===== src/rtl/mul_div_unit_if.sv =====
// Pipeline-facing bundle of the multiply/divide unit: operation request,
// MTHI/MTLO writes, the HI/LO architectural pair and the busy/done status.
interface mul_div_unit_if;
    logic        start;
    logic [1:0]  op;
    logic [31:0] rs_data;
    logic [31:0] rt_data;
    logic        hi_we;
    logic        lo_we;
    logic [31:0] wdata;
    logic        busy;
    logic        done;
    logic [31:0] hi;
    logic [31:0] lo;

    modport master (
        output start, op, rs_data, rt_data, hi_we, lo_we, wdata,
        input  busy, done, hi, lo
    );

    modport slave (
        input  start, op, rs_data, rt_data, hi_we, lo_we, wdata,
        output busy, done, hi, lo
    );
endinterface


===== src/rtl/mul_div_unit.sv =====
// Iterative MULT/MULTU/DIV/DIVU unit producing HI/LO (shift-add multiply, restoring divide).
// Define MUL_DIV_FAST_MUL_EN to finish MULT/MULTU in one RUN cycle with a combinational multiplier.
module mul_div_unit #(
    parameter int ITER_CYCLES = 32
) (
    input  logic          clk,
    input  logic          reset,
    mul_div_unit_if.slave bus
);
    typedef enum logic [1:0] {IDLE, RUN, DONE} state_e;

    localparam logic [4:0] LAST_ITER = 5'(ITER_CYCLES - 1);

    state_e      state_q, state_d;
    logic [1:0]  op_q, op_d;
    logic [63:0] acc_q, acc_d;    // mul: {partial product, multiplier}; div: {remainder, dividend/quotient}
    logic [31:0] opb_q, opb_d;    // multiplicand or divisor magnitude
    logic        neg_res_q, neg_res_d;
    logic        neg_rem_q, neg_rem_d;
    logic        div_zero_q, div_zero_d;
    logic [4:0]  cnt_q, cnt_d;
    logic [31:0] hi_q, hi_d;
    logic [31:0] lo_q, lo_d;
    logic        busy_q, busy_d;
    logic        done_q, done_d;

    logic        is_signed;
    logic        accept;
    logic        last_step;
    logic [31:0] a_mag, b_mag;
    logic [32:0] mul_sum;
    logic [63:0] mul_step;
    logic [32:0] rem_shift, rem_diff;
    logic [63:0] div_step;
    logic [63:0] prod, prod_signed;
    logic [31:0] quo, rem;

    always_comb begin
        is_signed = ~bus.op[0];
        a_mag     = (is_signed && bus.rs_data[31]) ? -bus.rs_data : bus.rs_data;
        b_mag     = (is_signed && bus.rt_data[31]) ? -bus.rt_data : bus.rt_data;
        accept    = bus.start && (state_q != RUN);

        mul_sum  = {1'b0, acc_q[63:32]} + (acc_q[0] ? {1'b0, opb_q} : 33'd0);
        mul_step = {mul_sum, acc_q[31:1]};

        // A borrow out of bit 32 means the trial subtraction failed and the remainder is restored.
        rem_shift = {acc_q[63:32], acc_q[31]};
        rem_diff  = rem_shift - {1'b0, opb_q};
        if (!rem_diff[32]) begin
            div_step = {rem_diff[31:0], acc_q[30:0], 1'b1};
        end else begin
            div_step = {rem_shift[31:0], acc_q[30:0], 1'b0};
        end

`ifdef MUL_DIV_FAST_MUL_EN
        last_step = (cnt_q == LAST_ITER) || !op_q[1];
        prod      = 64'(opb_q) * 64'(acc_q[31:0]);
`else
        last_step = (cnt_q == LAST_ITER);
        prod      = mul_step;
`endif
        prod_signed = neg_res_q ? -prod : prod;
        quo = div_zero_q ? 32'hFFFF_FFFF : (neg_res_q ? -div_step[31:0] : div_step[31:0]);
        rem = neg_rem_q ? -div_step[63:32] : div_step[63:32];
    end

    // NOTE: all next-state values are computed here with blocking assignments and a
    // default of "hold"; the single always_ff below only copies _d into _q.
    always_comb begin
        state_d    = state_q;
        op_d       = op_q;
        acc_d      = acc_q;
        opb_d      = opb_q;
        neg_res_d  = neg_res_q;
        neg_rem_d  = neg_rem_q;
        div_zero_d = div_zero_q;
        cnt_d      = cnt_q;
        hi_d       = hi_q;
        lo_d       = lo_q;

        case (state_q)
            IDLE, DONE: begin
                if (accept) begin
                    state_d    = RUN;
                    op_d       = bus.op;
                    neg_res_d  = is_signed && (bus.rs_data[31] ^ bus.rt_data[31]);
                    neg_rem_d  = is_signed && bus.rs_data[31];
                    div_zero_d = (bus.rt_data == 32'd0);
                    cnt_d      = 5'd0;
                    if (bus.op[1]) begin
                        acc_d = {32'd0, a_mag};
                        opb_d = b_mag;
                    end else begin
                        acc_d = {32'd0, b_mag};
                        opb_d = a_mag;
                    end
                end else begin
                    state_d = IDLE;
                    if (bus.hi_we) hi_d = bus.wdata;
                    if (bus.lo_we) lo_d = bus.wdata;
                end
            end
            RUN: begin
                acc_d = op_q[1] ? div_step : mul_step;
                cnt_d = cnt_q + 5'd1;
                if (last_step) begin
                    state_d = DONE;
                    if (op_q[1]) begin
                        hi_d = rem;
                        lo_d = quo;
                    end else begin
                        hi_d = prod_signed[63:32];
                        lo_d = prod_signed[31:0];
                    end
                end
            end
            default: state_d = IDLE;
        endcase

        busy_d = (state_d == RUN);
        done_d = (state_d == DONE);
    end

    // NOTE: every flop, datapath included, is cleared by the asynchronous reset so an
    // aborted operation leaves no stale operands or partial results behind.
    always_ff @(posedge clk or negedge reset) begin
        if (!reset) begin
            state_q    <= IDLE;
            op_q       <= 2'd0;
            acc_q      <= 64'd0;
            opb_q      <= 32'd0;
            neg_res_q  <= 1'b0;
            neg_rem_q  <= 1'b0;
            div_zero_q <= 1'b0;
            cnt_q      <= 5'd0;
            hi_q       <= 32'd0;
            lo_q       <= 32'd0;
            busy_q     <= 1'b0;
            done_q     <= 1'b0;
        end else begin
            state_q    <= state_d;
            op_q       <= op_d;
            acc_q      <= acc_d;
            opb_q      <= opb_d;
            neg_res_q  <= neg_res_d;
            neg_rem_q  <= neg_rem_d;
            div_zero_q <= div_zero_d;
            cnt_q      <= cnt_d;
            hi_q       <= hi_d;
            lo_q       <= lo_d;
            busy_q     <= busy_d;
            done_q     <= done_d;
        end
    end

    assign bus.busy = busy_q;
    assign bus.done = done_q;
    assign bus.hi   = hi_q;
    assign bus.lo   = lo_q;
endmodule


===== src/flat_wrapper.sv =====
// flat-port wrapper written by rule: the top's interface ports become plain ports
module mul_div_unit_flat 
#(
    parameter int ITER_CYCLES = 32
)
  (clk, reset, bus_start, bus_op, bus_rs_data, bus_rt_data, bus_hi_we, bus_lo_we, bus_wdata, bus_busy, bus_done, bus_hi, bus_lo);
  mul_div_unit_if bus_i ();
  input  logic clk;
  input  logic reset;
  input wire logic [$bits(bus_i.start)-1:0] bus_start;
  input wire logic [$bits(bus_i.op)-1:0] bus_op;
  input wire logic [$bits(bus_i.rs_data)-1:0] bus_rs_data;
  input wire logic [$bits(bus_i.rt_data)-1:0] bus_rt_data;
  input wire logic [$bits(bus_i.hi_we)-1:0] bus_hi_we;
  input wire logic [$bits(bus_i.lo_we)-1:0] bus_lo_we;
  input wire logic [$bits(bus_i.wdata)-1:0] bus_wdata;
  output wire logic [$bits(bus_i.busy)-1:0] bus_busy;
  output wire logic [$bits(bus_i.done)-1:0] bus_done;
  output wire logic [$bits(bus_i.hi)-1:0] bus_hi;
  output wire logic [$bits(bus_i.lo)-1:0] bus_lo;
  assign bus_i.start = bus_start;
  assign bus_i.op = bus_op;
  assign bus_i.rs_data = bus_rs_data;
  assign bus_i.rt_data = bus_rt_data;
  assign bus_i.hi_we = bus_hi_we;
  assign bus_i.lo_we = bus_lo_we;
  assign bus_i.wdata = bus_wdata;
  assign bus_busy = bus_i.busy;
  assign bus_done = bus_i.done;
  assign bus_hi = bus_i.hi;
  assign bus_lo = bus_i.lo;
  mul_div_unit #(.ITER_CYCLES(ITER_CYCLES)) u_core (.clk(clk), .reset(reset), .bus(bus_i));
endmodule

===== config.mk =====
export PLATFORM = sky130hd
export DESIGN_NAME = mul_div_unit_flat
export DESIGN_NICKNAME = d
export VERILOG_FILES = /design/src/rtl/mul_div_unit_if.sv /design/src/rtl/mul_div_unit.sv /design/src/flat_wrapper.sv
export SDC_FILE = /design/constraint.sdc
export NUM_CORES = 1
export LEC_CHECK = 0
export ABC_AREA = 1
export BUFFER_PORTS_ARGS = -buffer_cell sky130_fd_sc_hd__buf_4
export CAP_MARGIN = 20
export CORE_ASPECT_RATIO = 0.6
export CORE_UTILIZATION = 40
export DETAILED_ROUTE_END_ITERATION = 8
export GPL_TIMING_DRIVEN = 1
export PLACE_DENSITY_LB_ADDON = 0.05
export SYNTH_ARGS = -nofsm -noshare
export SYNTH_HDL_FRONTEND = slang
export SYNTH_SLANG_ARGS = --single-unit
export TNS_END_PERCENT = 1

===== constraint.sdc =====
create_clock -name clk -period 3.95 [get_ports clk]
set_clock_uncertainty 0.05 [all_clocks]
set_input_delay 0.5925 -clock clk [delete_from_list [all_inputs] [get_ports clk]]
set_output_delay 0.5925 -clock clk [all_outputs]
set_load 0.005 [all_outputs]

# --- After elaboration in Yosys (flattened, before gate mapping) ---
# Index checks and enable logic that the tools add are counted.
totals:
  ff_bits: 174
  input_bits: 103
  wordCells: 73
  output_inout_bits: 66
op_classes:
  bitwise: 2
  mux: 28
  n_reduce_logical: 12
  n_addsub: 8
  eq_ne: 11
op_table:
  columns: ["op", "n"]
  rows:
  - ["$mux W32", 16]
  - ["$mux W64", 4]
  - ["$neg A32 Y32", 4]
  - ["$pmux W32 S2", 2]
  - ["$pmux W64 S2", 1]
  - ["$neg A64 Y64", 1]
  - ["$add A32 B33 Y33", 1]
  - ["$sub A33 B32 Y33", 1]
  - ["$logic_not A32 Y1", 1]
  - ["$pmux W5 S2", 1]
  - ["$reduce_and A4 Y1", 2]
  - ["$ne A2 B1 Y1 const B", 3]
  - ["$ne A2 B2 Y1 const B", 3]
  - ["$add A5 B1 Y5 const B", 1]
  - ["$eq A5 B5 Y1 const B", 1]
  - ["$mux W5", 1]
  - ["$eq A2 B1 Y1 const B", 2]
  - ["$eq A2 B2 Y1 const B", 2]
  - ["$logic_and A1 B1 Y1", 4]
  - ["$pmux W2 S2", 1]
  - ["$reduce_and A2 Y1", 2]
  - ["$logic_not A2 Y1", 1]
  - ["$mux W2", 1]
  - ["$reduce_bool A2 Y1", 1]
  - ["4 further kinds", 4]

# --- Longest topological paths before layout ---
logic_depth:
  depth_word: 8
  mapped_depth: 30
  depth_no_buf: 29

# --- Worst setup path before layout ---
# No wires, ideal clock.
synth_timing:
  kind: "register to register"
  from: "register u_core.acc_q[31]"
  to: "register u_core.lo_q[8], in the netlist u_core.bus.lo[8]"
  n_path_buf: 3
  path_slack_ns: 0.264
  period_less_slack_ns: 3.686
  required_ns: 3.764
  setup_time_ns: 0.136
  stages_incl_launch_ff: 24
  t_arrival_ns: 3.500
  path_cell_list: "dfrtp_1 inv_1 ha_1 fa_1 inv_1 nand2_1 nand2_1 nand3_1 nand2_1 nand2_1 nand2_2 nand2_4 nand3_2 nand2_4 buf_6 buf_4 ha_1 nor2_1 clkinv_1 clkbuf_1 o21ai_0 nand2_1 o311ai_0 a2bb2oi_1"
synth_via:
  elab_chain_len: 8
synth_rtl:
  columns: ["item", "line", "source"]
  rows:
  - ["start: declaration", "mul_div_unit.sv:16", "logic [63:0] acc_q, acc_d;"]
  - ["start signal: assignment", "mul_div_unit.sv:131", "acc_q <= 64'd0;"]
  - ["start signal: assignment", "mul_div_unit.sv:144", "acc_q <= acc_d;"]
  - ["$sub A33 B32 Y33", "mul_div_unit.sv:49", "rem_diff = rem_shift - {1'b0, opb_q};"]
  - ["$mux W64", "mul_div_unit.sv:50", "if (!rem_diff[32]) begin"]
  - ["$neg A32 Y32", "mul_div_unit.sv:64", "quo = div_zero_q ? 32'hFFFF_FFFF : (neg_res_q ? -div_step[31:0] : div_step[31:0]);"]
  - ["$mux W32 (2 in series)", "mul_div_unit.sv:64", null]
  - ["$mux W32", "mul_div_unit.sv:109", "if (op_q[1]) begin"]
  - ["$mux W32", "mul_div_unit.sv:107", "if (last_step) begin"]
  - ["$pmux W32 S2", "mul_div_unit.sv:82", "case (state_q)"]
  - ["end signal: assignment", "mul_div_unit.sv:151", "lo_q <= lo_d;"]
  - ["end: declaration", "mul_div_unit.sv:23", "logic [31:0] lo_q, lo_d;"]
# Every way passes these cells. The select of a mux whose other input is x is not followed.
# A chain may end at the register's enable or synchronous reset.

# --- Worst setup path in the final report ---
layout_timing:
  from: "register u_core.opb_q[20]"
  to: "register u_core.lo_q[14], in the netlist u_core.bus.lo[14]"
layout_via:
  elab_chain_len: 8
layout_rtl:
  columns: ["item", "line", "source"]
  rows:
  - ["start: declaration", "mul_div_unit.sv:17", "logic [31:0] opb_q, opb_d;"]
  - ["start signal: assignment", "mul_div_unit.sv:145", "opb_q <= opb_d;"]
  - ["$sub A33 B32 Y33", "mul_div_unit.sv:49", null]
  - ["$mux W64", "mul_div_unit.sv:50", null]
  - ["$neg A32 Y32", "mul_div_unit.sv:64", null]
  - ["$mux W32 (2 in series)", "mul_div_unit.sv:64", null]
  - ["$mux W32", "mul_div_unit.sv:109", null]
  - ["$mux W32", "mul_div_unit.sv:107", null]
  - ["$pmux W32 S2", "mul_div_unit.sv:82", null]
# Every way passes these cells. The select of a mux whose other input is x is not followed.

==> results.sh <==
export IMPL_status="completed"
export IMPL_drt_pass1_iterations=7
export IMPL_clockRootBuffer="clkbuf_16"
export IMPL_cts_buffers=17
export IMPL_fmax_mhz=258
export IMPL_placed_area_sq_mm=0.0219
export IMPL_synth_top_family_by_area="simple AND/OR/NAND/NOR gates"
export IMPL_core_region_area_sq_mm=0.0467
export IMPL_postSynthCellCount=3131
export IMPL_synth_ff_type="dfrtp_1"
export IMPL_finalCritPeriodShare_pct=98.3
export IMPL_clk_latency_ns=0.47
export IMPL_synthArstFlopShare_pct=100
export IMPL_wirelength_microns=92200
export IMPL_synth_compound_area_share_pct=21.1
export IMPL_ys_seq_area_share_pct=22.7
export IMPL_setup_tns_ns=0
export IMPL_placed_cells=3955
export IMPL_antenna_found_initial=0
export IMPL_dp_hpwl_microns=74900
export IMPL_fin_crit_ns=3.88
export IMPL_grt_max_degree=88
export IMPL_synth_warnings=0
export IMPL_cts_buffer_depth=2
export IMPL_final_setup_viol_count=0
export IMPL_htree_levels=4
export IMPL_syn_num_nets=3307
export IMPL_synthSimpleGateAreaFrac_pct=34.4
export IMPL_hold_path_class="in2async"
export IMPL_drive_gt1_share_pct=16.5
export IMPL_cap_violations=0
export IMPL_grt_pass1_wl_microns=135000
export IMPL_end_kind="flip-flop"
export IMPL_ff_latch_area_sq_mm=0.00434
export IMPL_fp_dieW_microns=284
export IMPL_track_usage_pct=37.4
export IMPL_synth_edf_count=0
export IMPL_drtIter0Drc=2828
export IMPL_layout_nets=3532
export IMPL_worstPathArrival_ns=4.16
export IMPL_synth_mux_area_share_pct=0
export IMPL_antenna_cells=0
export IMPL_worst_r2r_path_depth=20
export IMPL_final_cell_area_sq_mm=0.0229
export IMPL_viasPerCell=5.71
export IMPL_slew_violations=0
export IMPL_vias=22847
export IMPL_tritoncts="done"
export IMPL_relSlewSlack_pct=27.8
export IMPL_syn_mean_instance_area_sq_um=6.10
export IMPL_gp_congestion=1.02
export IMPL_die_h_microns=171
export IMPL_start_util_pct=40.9
export IMPL_synthXorXnorAreaFrac_pct=5.92
export IMPL_cts_num_sinks=173
export IMPL_fillCellCount=4962
export IMPL_ys_ff_latch=173
export IMPL_criticalPathCategory="reg2reg"
export IMPL_wl_per_cell_microns=23.1
export IMPL_path_clk_slew_ns=0.08
export IMPL_overflow=0
export IMPL_rows=61
export IMPL_hold_violations=0
export IMPL_syn_area_sq_mm=0.0191
export IMPL_grt_pass1_vias=20984
export IMPL_synth_cell_type_count=61
export IMPL_drc=0
export IMPL_ioPinCount=169
export IMPL_die_area_sq_mm=0.0486
export IMPL_portBuffers=168
export IMPL_tightestPinTransition_ns=1.08
export IMPL_multi_input_area_sq_mm=0.0130
export IMPL_area_growth_synth_to_final_pct=20.1
export IMPL_cp_max_fo=7
export IMPL_final_antenna_net_count=0
export IMPL_synth_top_cell_area_share_pct=22.7
export IMPL_yosysTopAreaCell="dfrtp_1"
export IMPL_synth_fa_ha_area_share_pct=4.86
export IMPL_required_ns=4.23
export IMPL_yosys_top_cells_area="dfrtp_1 (23%), nand2_1 (16%), inv_1 (7.8%)"
export IMPL_fin_cells=3999
export IMPL_start_kind="flip-flop"
export IMPL_hold_buffers=0
-- area by class of cell --
cell class                      count  share of cell area (%)
Multi-Input combinational cell   2422                    56.8
Sequential cell                   173                    18.9
Timing Repair Buffer              337                    11.6
Inverter                          405                    6.66
Tap cell                          630                    3.44
Clock buffer                       20                    1.95
Clock inverter                     12                   0.649
-- placed cells by master (no fill, tap or decap), drive strengths merged, types with 9 or more instances in the layout --
| master | instances |
|---|---|
| clkbuf | 23 |
| nand4 | 40 |
| nor3 | 44 |
| o211ai | 38 |
| nand3 | 197 |
| nor4 | 9 |
| dfrtp | 173 |
| a31oi | 33 |
| o21ai | 263 |
| nand3b | 11 |
| buf | 334 |
| ha | 71 |
| o21a | 18 |
| o32ai | 9 |
| inv | 407 |
| or2 | 19 |
| a2bb2oi | 25 |
| a21oi | 193 |
| o31ai | 14 |
| o22ai | 34 |
| nand2 | 853 |
| a21boi | 15 |
| nor2 | 360 |
| xor2 | 80 |
| xnor2 | 49 |
-- state kept, by name, summed over array words and instances, names as in the netlist --
register	count
u_core.acc_q	64
u_core.bus.hi	32
u_core.bus.lo	32
u_core.opb_q	32
u_core.cnt_q	5
u_core.state_q	2
u_core.bus.busy	1
u_core.bus.done	1
u_core.div_zero_q	1
u_core.neg_rem_q	1
u_core.neg_res_q	1
u_core.op_q	1
-- per-stage QoR --
step	setup WS (ns)	hold WS, ns	util (%)
2_1_floorplan	0.264	0.247	-
3_3_place_gp	-0.272	0.411	46.8
3_5_place_dp	-0.254	0.410	46.8
4_1_cts	-0.0147	0.199	48.1
5_1_grt	-0.0190	0.179	49.1
6_report	0.0667	0.135	49.1
-- routing by layer --
layer / up-vias / wire [microns] / GRT usage [%]
met5: - / 0 / 0
met4: 0 / 2380 / 10.6
met3: 109 / 11400 / 11.9
met2: 1208 / 36300 / 52.1
met1: 10785 / 42100 / 54.2
li1: 10745 / - / -
-- synthesized netlist by cell type, types with 11 or more instances --
master,number
nand3b_1,11
o22ai_1,34
o21a_1,18
inv_1,398
buf_1,19
xor2_1,80
dfrtp_1,173
nor2_1,350
or2_2,19
nand2_2,23
a31oi_1,33
a21oi_1,188
nand3_1,190
clkbuf_1,90
nand4_1,40
o21ai_1,11
nand2_1,820
a2bb2oi_1,25
o211ai_1,38
ha_1,71
o21ai_0,247
xnor2_1,49
o31ai_1,14
nor3_1,41
-- worst max-delay path, cell delays in order (launching register included) --
cell      delay, ns
dfrtp_1        0.44
inv_1          0.26
ha_1           0.31
nand2_1        0.16
nor2_1         0.08
nand2_1        0.07
nand2_1        0.09
a21oi_4        0.16
buf_12         0.14
nand2_4        0.07
nand2_4        0.09
nand2_8        0.10
ha_1           0.21
nor2_2         0.23
clkinv_1       0.22
buf_4          0.22
o21ai_0        0.38
buf_4          0.19
nand2_1        0.05
a31oi_1        0.13
o21ai_0        0.10
-- path summary, 6_finish.rpt --
path	startpoint	end	slack, ns
worst min register to register	u_core.cnt_q[3]$_DFFE_PN0P_	u_core.cnt_q[3]$_DFFE_PN0P_	0.42
worst max-delay path	u_core.opb_q[20]$_DFFE_PN0P_	u_core.bus.lo[14]$_DFFE_PN0P_	0.07
worst min-delay path	reset	u_core.acc_q[57]$_DFFE_PN0P_	0.13
max in group asynchronous	reset	u_core.opb_q[0]$_DFFE_PN0P_	2.64
worst max register to register	u_core.opb_q[20]$_DFFE_PN0P_	u_core.bus.lo[14]$_DFFE_PN0P_	0.07
min in group clk	bus_wdata[31]	u_core.bus.hi[31]$_DFFE_PN0P_	0.39
-- cell families (layout without fill, tap and decap cells) --
group | after synthesis | in the layout
buffers and inverters | 536 | 774
AO/OA/AOI/OAI | 681 | 681
XOR/XNOR | 129 | 129
AND/OR/NAND/NOR | 1539 | 1539
adder cells (fa/ha/maj) | 73 | 73
flip-flops | 173 | 173
-- repair_timing --
item | in CTS | in global routing
setup buffers | 0 | 10
setup endpoints to repair | 22 | 46
cloned | 0 | 1
gates resized for setup | 8 | 105
pin swaps | 0 | 12
Power is left out: the tool's default activity adds up to more than one toggle a clock period on the data nets, which glitch-free logic cannot reach.
